### config.mk
export PLATFORM = sky130hd
export DESIGN_NAME = prog_counter
export DESIGN_NICKNAME = d
export VERILOG_FILES = /design/src/rtl/prog_counter.sv
export SDC_FILE = /design/constraint.sdc
export NUM_CORES = 1
export LEC_CHECK = 0
export ABC_AREA = 1
export BUFFER_PORTS_ARGS = -buffer_cell sky130_fd_sc_hd__clkbuf_2
export CAP_MARGIN = 10
export CORE_MARGIN = 3
export CORE_UTILIZATION = 27
export DETAILED_ROUTE_END_ITERATION = 6
export GPL_ROUTABILITY_DRIVEN = 0
export GPL_TIMING_DRIVEN = 0
export SLEW_MARGIN = 20
export SYNTH_ARGS = -nofsm -noshare
export SYNTH_HDL_FRONTEND = slang
export SYNTH_SLANG_ARGS = --single-unit
### constraint.sdc
create_clock -name clk -period 5.6 [get_ports clk]
set_input_delay 0.28 -clock clk [delete_from_list [all_inputs] [get_ports clk]]
set_output_delay 0.28 -clock clk [all_outputs]
set_load 0.005 [all_outputs]
### src/rtl/prog_counter.sv
// Up/down event counter with modulo limit, wrap/saturate boundary handling,
// enable prescaler, parallel load, terminal-count pulse and sticky overflow.
module prog_counter #(
  parameter int WIDTH      = 32,
  parameter int PRESCALE_W = 8,
  parameter bit SATURATE   = 1'b0
) (
  input  logic                  clk,
  input  logic                  rst,
  input  logic                  en,
  input  logic                  up,
  input  logic                  load,
  input  logic [WIDTH-1:0]      load_val,
  input  logic [WIDTH-1:0]      limit,
  input  logic [PRESCALE_W-1:0] prescale,
  input  logic                  clr_ovf,
  output logic [WIDTH-1:0]      out,
  output logic                  tc,
  output logic                  ovf
);

  localparam logic [WIDTH-1:0]      CNT_ZERO = '0;
  localparam logic [WIDTH-1:0]      CNT_ONE  = {{(WIDTH-1){1'b0}}, 1'b1};
  localparam logic [PRESCALE_W-1:0] PSC_ONE  = {{(PRESCALE_W-1){1'b0}}, 1'b1};

  logic [PRESCALE_W-1:0] psc;
  logic                  tick;
  logic                  boundary;
  logic [WIDTH-1:0]      step_val;

  // Returns {boundary_event, next_value} for one count step in direction dir.
  function automatic logic [WIDTH:0] step_count(input logic [WIDTH-1:0] cur,
                                                input logic [WIDTH-1:0] lim,
                                                input logic             dir);
    logic [WIDTH:0] r;
    if (dir) begin
      if (cur < lim) r = {1'b0, cur + CNT_ONE};
      else           r = {1'b1, (SATURATE ? lim : CNT_ZERO)};
    end else begin
      // A count left above a lowered limit snaps back down without a boundary event.
      if (cur > lim)           r = {1'b0, lim};
      else if (cur == CNT_ZERO) r = {1'b1, (SATURATE ? CNT_ZERO : lim)};
      else                     r = {1'b0, cur - CNT_ONE};
    end
    return r;
  endfunction

  function automatic logic [WIDTH-1:0] clamp_load(input logic [WIDTH-1:0] val,
                                                  input logic [WIDTH-1:0] lim);
    return (val > lim) ? lim : val;
  endfunction

  assign tick = en && (psc == prescale);
  assign {boundary, step_val} = step_count(out, limit, up);

  always_ff @(posedge clk) begin
    if (!rst) begin
      out <= '0;
      psc <= '0;
      tc  <= 1'b0;
      ovf <= 1'b0;
    end else if (load) begin
      out <= clamp_load(load_val, limit);
      psc <= '0;
      tc  <= 1'b0;
      ovf <= ovf & ~clr_ovf;
    end else begin
      if (en) psc <= tick ? '0 : psc + PSC_ONE;
      if (tick) out <= step_val;
      tc  <= tick & boundary;
      ovf <= (tick & boundary) | (ovf & ~clr_ovf);
    end
  end

endmodule

==> out/qor.txt, run 1 <==
outcome -> finished, final reports clean
Crit. End Element -> register
syn_area_per_cell -> 5.822 um^2
area grow syn2layout -> 16.29%
first-pass GRT wire length -> 42820 um
Die X-Extent -> 165.6 um
WL/cell -> 17.41 um
PostCTS Resize Cnt -> 0
Setup TNS Final -> 0 ns
Num CTS Buffers -> 5
asr flop ratio synth -> 0%
Synth area leader -> nand2_1
Routed WL -> 28220 um
Placement Setup Slack -> 2.821 ns
initial DRC count -> 854
residual DRC count -> 0
worst flop-to-flop path startpoint -> out[31]
Starting Density -> 27.86%
crit path launch type -> register
# setup viols final -> 0
Clock transition at path regs -> 0.06 ns
Fmax achieved -> 344.6 MHz
Final min period -> 2.902 ns
worst hold-check path type -> in -> reg
CTS tree -> built
R2R Setup Slk -> 2.70 ns
ANT cells -> 0
grt total ovfl -> 0
fin. max-slew vios -> 0
placed wire-length estimate -> 23650 um
postcts setup bufs -> 0
number of synthesized flops with an enable pin -> 0
core area -> 0.02468 mm^2
antenna violations before repair -> 0
critical path data required time -> 5.83 ns
WHS -> 0.1918 ns
CTS Root Cell -> clkbuf_16
slew margin rel. -> 58.50%
PnR worst setup slack -> 2.698 ns
FF+latch area -> 840.8 um^2
CP max stage delay -> 0.60 ns
max-cap violations -> 0
worst slew pin tran -> 0.6168 ns
vias in the first global route -> 7463
die extent in y -> 165.6 um
Sink Count -> 42
most common cell in the synthesized netlist -> nand2_1
CTS Hold Bufs -> 0
Syn Inst Count -> 1181
Clock Skews -> 0.006079 ns
RSZ-0062 raised after global routing -> no
Crit-path slowest cell -> dfxtp_1
total number of vias -> 8191
crit path max fanout -> 10
Worst Setup SP -> out[31]
synth warn -> 0
Synth top cells by count -> 322 x nand2_1, 145 x nor2_1, 114 x nand3_1
beginning of the worst hold path -> clr_ovf
Antenna Violating Nets Remaining -> 0
Peak supply drop -> 0.1044 mV
fillers -> 2843
Top Usage Layer GRT -> met2
Die ar. -> 0.02742 mm^2
GR Util met3 -> 1.422%
post-synthesis register bit count -> 42
Synth area leaders -> nand2_1 18%, ha_1 12%, dfxtp_1 12%
nets -> 1443
Vias/cell -> 5.053
critical path arrival -> 3.13 ns
placed inst area -> 0.007826 mm^2
Post-Syn Nets -> 1327
Final Hold Fails -> 0
GRT met2 Usage -> 32.13%
H-tree depth -> 2
leakage power -> 0.003966 uW
fin area -> 0.007995 mm^2
drt pass-1 iters -> 5
Synth Cell Area -> 0.006875 mm^2
Synth cell types -> 46
Final Cycle Share -> 51.83%
Max Root-Sink Buffers -> 2
Boundary Pins -> 112
critical path type -> reg -> reg
ys flop type -> dfxtp_1
worst skew pair latency -> 0.29 ns
port bufs -> 109
GRT Overall Usage -> 20.17%
proportion of layout cells with a drive suffix above 1 -> 17.35%
most numerous cell on the critical path -> nand2_1
GR Util met1 -> 28.97%
crit-path cells -> ha_1, a21oi_1, o21a_1, nand2_1, a21oi_4, nand2_4, nor2_4, buf_2, nand3_1, nand2_1, nand2_1, a21oi_1
part of the Yosys area used for sequential elements -> 12.23%
Yosys top cell area share -> 17.58%
largest net degree at the start of global routing -> 13
area of the multi-input gates -> 0.005253 mm^2
row cnt -> 57
pwr dens -> 170.5 mW/mm^2
==> where the power goes <==
part | switching (uW) | internal [uW] | total [uW] | leakage [uW]
clock | 126 | 220 | 346 | 0.0000829
combinational | 421 | 232 | 653 | 0.00354
sequential | 45.3 | 318 | 364 | 0.000346
==> per-layer routing <==
| layer | share of wire (%) | wire length, um |
|---|---|---|
| met5 | 0 | 0 |
| met4 | 2.9 | 830 |
| met3 | 6.6 | 1876 |
| met2 | 44 | 12340 |
| met1 | 47 | 13180 |
==> critical path: cells and delay by family (launching register included) <==
family	cells	cell delay (ns)
buf+inv	1	0.31
fa+ha+maj	1	0.33
compound gates	4	0.75
flops	1	0.60
simple gates	6	0.85
==> flip-flops by register name, indices dropped and copies added, names as in the netlist <==
| signal | flops |
|---|---|
| out | 32 |
| ovf | 1 |
| psc | 8 |
| tc | 1 |
==> cells by family (layout without fill, tap and decap cells) <==
| family | Yosys count | in the layout | share of synthesized area, % |
|---|---|---|---|
| AO/OA/AOI/OAI | 167 | 167 | 13.05 |
| XOR/XNOR | 46 | 46 | 5.860 |
| adder cells (fa/ha/maj) | 68 | 68 | 12.37 |
| buffers and inverters | 171 | 287 | 11.37 |
| flip-flops | 42 | 42 | 12.23 |
| AND/OR/NAND/NOR | 687 | 687 | 45.11 |
==> cells in the final DEF, fill, tap and decap left out, drive strengths merged, types with 3 or more instances in the layout <==
cell type,count
buf,41
clkbuf,133
inv,111
nand3,116
or2,7
nand2,333
nand3b,8
dfxtp,42
o21ai,68
nor2,166
xnor2,8
nor4,5
nand4,25
xor2,38
nor3,25
a21oi,87
ha,68
o21a,3
==> path summary, 6_finish.rpt <==
kind             end  cells after the start
min              ovf                      2
min reg2reg      ovf                      2
max          out[29]                     12
max reg2reg  out[29]                     12
==> per-stage QoR <==
stage	util, %	total power (uW)	cells
after floorplan	-	795.4	1181
after global placement	31.72	1002	1614
after detailed placement	31.72	1009	1614
after CTS	32.40	1355	1621
after global routing	32.40	1461	1621
final	32.40	1363	1621
==> final cells by class <==
class | count | area share, %
inverters | 112 | 5.258
multi-input cells | 968 | 65.70
well taps | 324 | 5.070
clock buffers | 6 | 1.737
plain buffers | 59 | 4.523
flip-flops and latches | 42 | 10.52
repair buffers | 109 | 6.823
clock inverters | 1 | 0.3756
Power figures use the tool's default switching activity.
==> run 2: changes to the inputs <==
ABC_AREA = 0   (was 1)
clock period = 2.8 ns   (was 5.6 ns; I/O delays follow)
==> out/qor.txt, run 2 <==
outcome -> finished, violations left
failing checks -> negative setup slack
Clock Skews -> 0.007655 ns
RSZ-0062 raised after global routing -> yes
GRT Overall Usage -> 21.12%
residual DRC count -> 0
commonest non-fill, non-tap cells in the layout -> 117 x clkbuf_2, 83 x o21ai_0, 57 x ha_1
first-pass GRT wire length -> 36990 um
initial DRC count -> 826
port bufs -> 109
Clock power frac -> 26.4%
proportion of layout cells with a drive suffix above 1 -> 29.82%
Yosys top cell area share -> 15.10%
Boundary Pins -> 112
Final Hold Fails -> 0
# setup viols final -> 12
Synth area leaders -> ha_1 15%, dfxtp_1 15%, o21ai_0 7.8%
slew margin rel. -> 40.58%
Post-Syn Nets -> 929
most common cell after layout, fill and taps aside -> clkbuf_2
Synth area leader -> ha_1
max reg flops -> 32
Max Root-Sink Buffers -> 2
synth warn -> 0
post-synthesis register bit count -> 42
worst hold-check path type -> in -> reg
number of synthesized flops with an enable pin -> 0
Worst Setup SP -> out[13]
critical path data required time -> 3.00 ns
largest net degree at the start of global routing -> 14
Syn Inst Count -> 783
antenna violations before repair -> 0
Synth Cell Area -> 0.005634 mm^2
Routed WL -> 24620 um
Num CTS Buffers -> 5
Internal Power -> 1582 uW
vias in the first global route -> 6568
Sw Share -> 41.36%
total number of vias -> 6954
die extent in y -> 150.5 um
H-tree depth -> 2
critical path type -> reg -> reg
asr flop ratio synth -> 0%
worst slew pin tran -> 0.8854 ns
Synth top cells by count -> 88 x o21ai_0, 68 x ha_1, 58 x nand2_1
fillers -> 2139
sequential share of power -> 26.3%
PnR worst setup slack -> -0.08269 ns
Antenna Violating Nets Remaining -> 0
Peak supply drop -> 0.2097 mV
Comb power frac -> 47.2%
drt pass-1 iters -> 6
Regs by FF count -> out (32), psc (8)
critical path arrival -> 3.09 ns
Final min period -> 2.883 ns
largest register by flop count -> out
crit path launch type -> register
part of the Yosys area used for sequential elements -> 14.92%
Die ar. -> 0.02264 mm^2
placed wire-length estimate -> 17960 um
row cnt -> 52
WL/cell -> 20.53 um
Vias/cell -> 5.800
worst flop-to-flop path startpoint -> out[13]
crit path max fanout -> 5
Final Cycle Share -> 103.0%
beginning of the worst hold path -> limit[27]
pwr dens -> 357.2 mW/mm^2
WHS -> 0.05424 ns
Synth cell types -> 67
leakage power -> 0.003223 uW
Clock transition at path regs -> 0.07 ns
Die X-Extent -> 150.5 um
ANT cells -> 0
core area -> 0.02036 mm^2
worst skew pair latency -> 0.31 ns
Crit. End Element -> register
CTS Root Cell -> clkbuf_16
fin. max-slew vios -> 0
Starting Density -> 27.67%
Psw -> 1116 uW
Setup TNS Final -> -0.5573 ns
most common cell in the synthesized netlist -> o21ai_0
ys flop type -> dfxtp_1
nets -> 1074
Sink Count -> 42
Fmax achieved -> 346.9 MHz
area grow syn2layout -> 34.11%
grt total ovfl -> 0
syn_area_per_cell -> 7.196 um^2
CTS tree -> built
max-cap violations -> 0
CTS Hold Bufs -> 0
==> run 2: kinds of logic (layout without fill, tap and decap cells) <==
family          after synthesis  after routing  share of synthesized area [%]
xor+xnor                     45             45                          6.995
flops                        42             42                          14.92
simple gates                261            261                          25.14
mux                           7              7                          1.288
fa+ha+maj                    68             68                          15.10
buf+inv                     103            249                          7.639
compound gates              257            257                          28.91
==> run 2: path summary, 6_finish.rpt <==
check	endpoint	slack [ns]	cells past startpoint
worst max-delay path	out[29]	-0.08	9
worst min-delay path	out[27]	0.05	3
worst max register to register	out[29]	-0.08	9
worst min register to register	ovf	0.50	2
==> run 2: repair_timing <==
item,CTS,global route
setup endpoints to repair,34,33
buffers inserted,23,8
pin swaps,23,27
gates cloned,1,0
resized for setup,102,73
==> run 2: critical path, stage by stage (launching register included) <==
cell and delay, ns:
dfxtp_4 0.34, ha_1 0.28, nand4_1 0.17, or3_1 0.43
a21o_1 0.23, a311o_1 0.33, and4_4 0.23, a221o_1 0.32
a221o_1 0.28, and2_1 0.15
==> run 2: power groups by stage <==
stage / Combinational, uW / Sequential, uW / Clock [uW]
floorplan: 654 / 702 / 0
global placement: 1010 / 719 / 0
detailed placement: 1020 / 720 / 0
CTS: 1170 / 708 / 709
global route: 1380 / 717 / 731
finish: 1270 / 711 / 713
==> run 2: stage by stage <==
step / std cells / total power, uW / area (um^2) / util [%] / worst slack (ns)
3_3_place_gp: 1162 / 1733 / 6518 / 32.00 / -1.078
3_5_place_dp: 1162 / 1745 / 6518 / 32.00 / -1.061
5_1_grt: 1199 / 2824 / 7556 / 37.10 / -0.1296
2_1_floorplan: 783 / 1356 / 5634 / - / 0.05866
4_1_cts: 1192 / 2589 / 7281 / 35.75 / -0.009148
6_report: 1199 / 2699 / 7556 / 37.10 / -0.08269
==> run 2: routing by layer <==
metal	track usage (%)	vias to the layer above	routed length (um)
met4	5.764	0	699
met3	4.154	68	2495
met2	33.68	399	10920
met1	29.05	3263	10500
li1	-	3224	-
met5	0	-	0
==> run 2: layout make-up <==
| cell class | instances | area (um^2) | share of cell area [%] |
|---|---|---|---|
| multi-input combinational | 638 | 4827 | 63.88 |
| inverter | 46 | 172.7 | 2.285 |
| tap | 270 | 337.8 | 4.471 |
| clock inverter | 3 | 40.04 | 0.5299 |
| timing repair buffer | 141 | 822.0 | 10.88 |
| buffer | 54 | 344.1 | 4.554 |
| clock buffer | 5 | 125.1 | 1.656 |
| sequential | 42 | 887.1 | 11.74 |
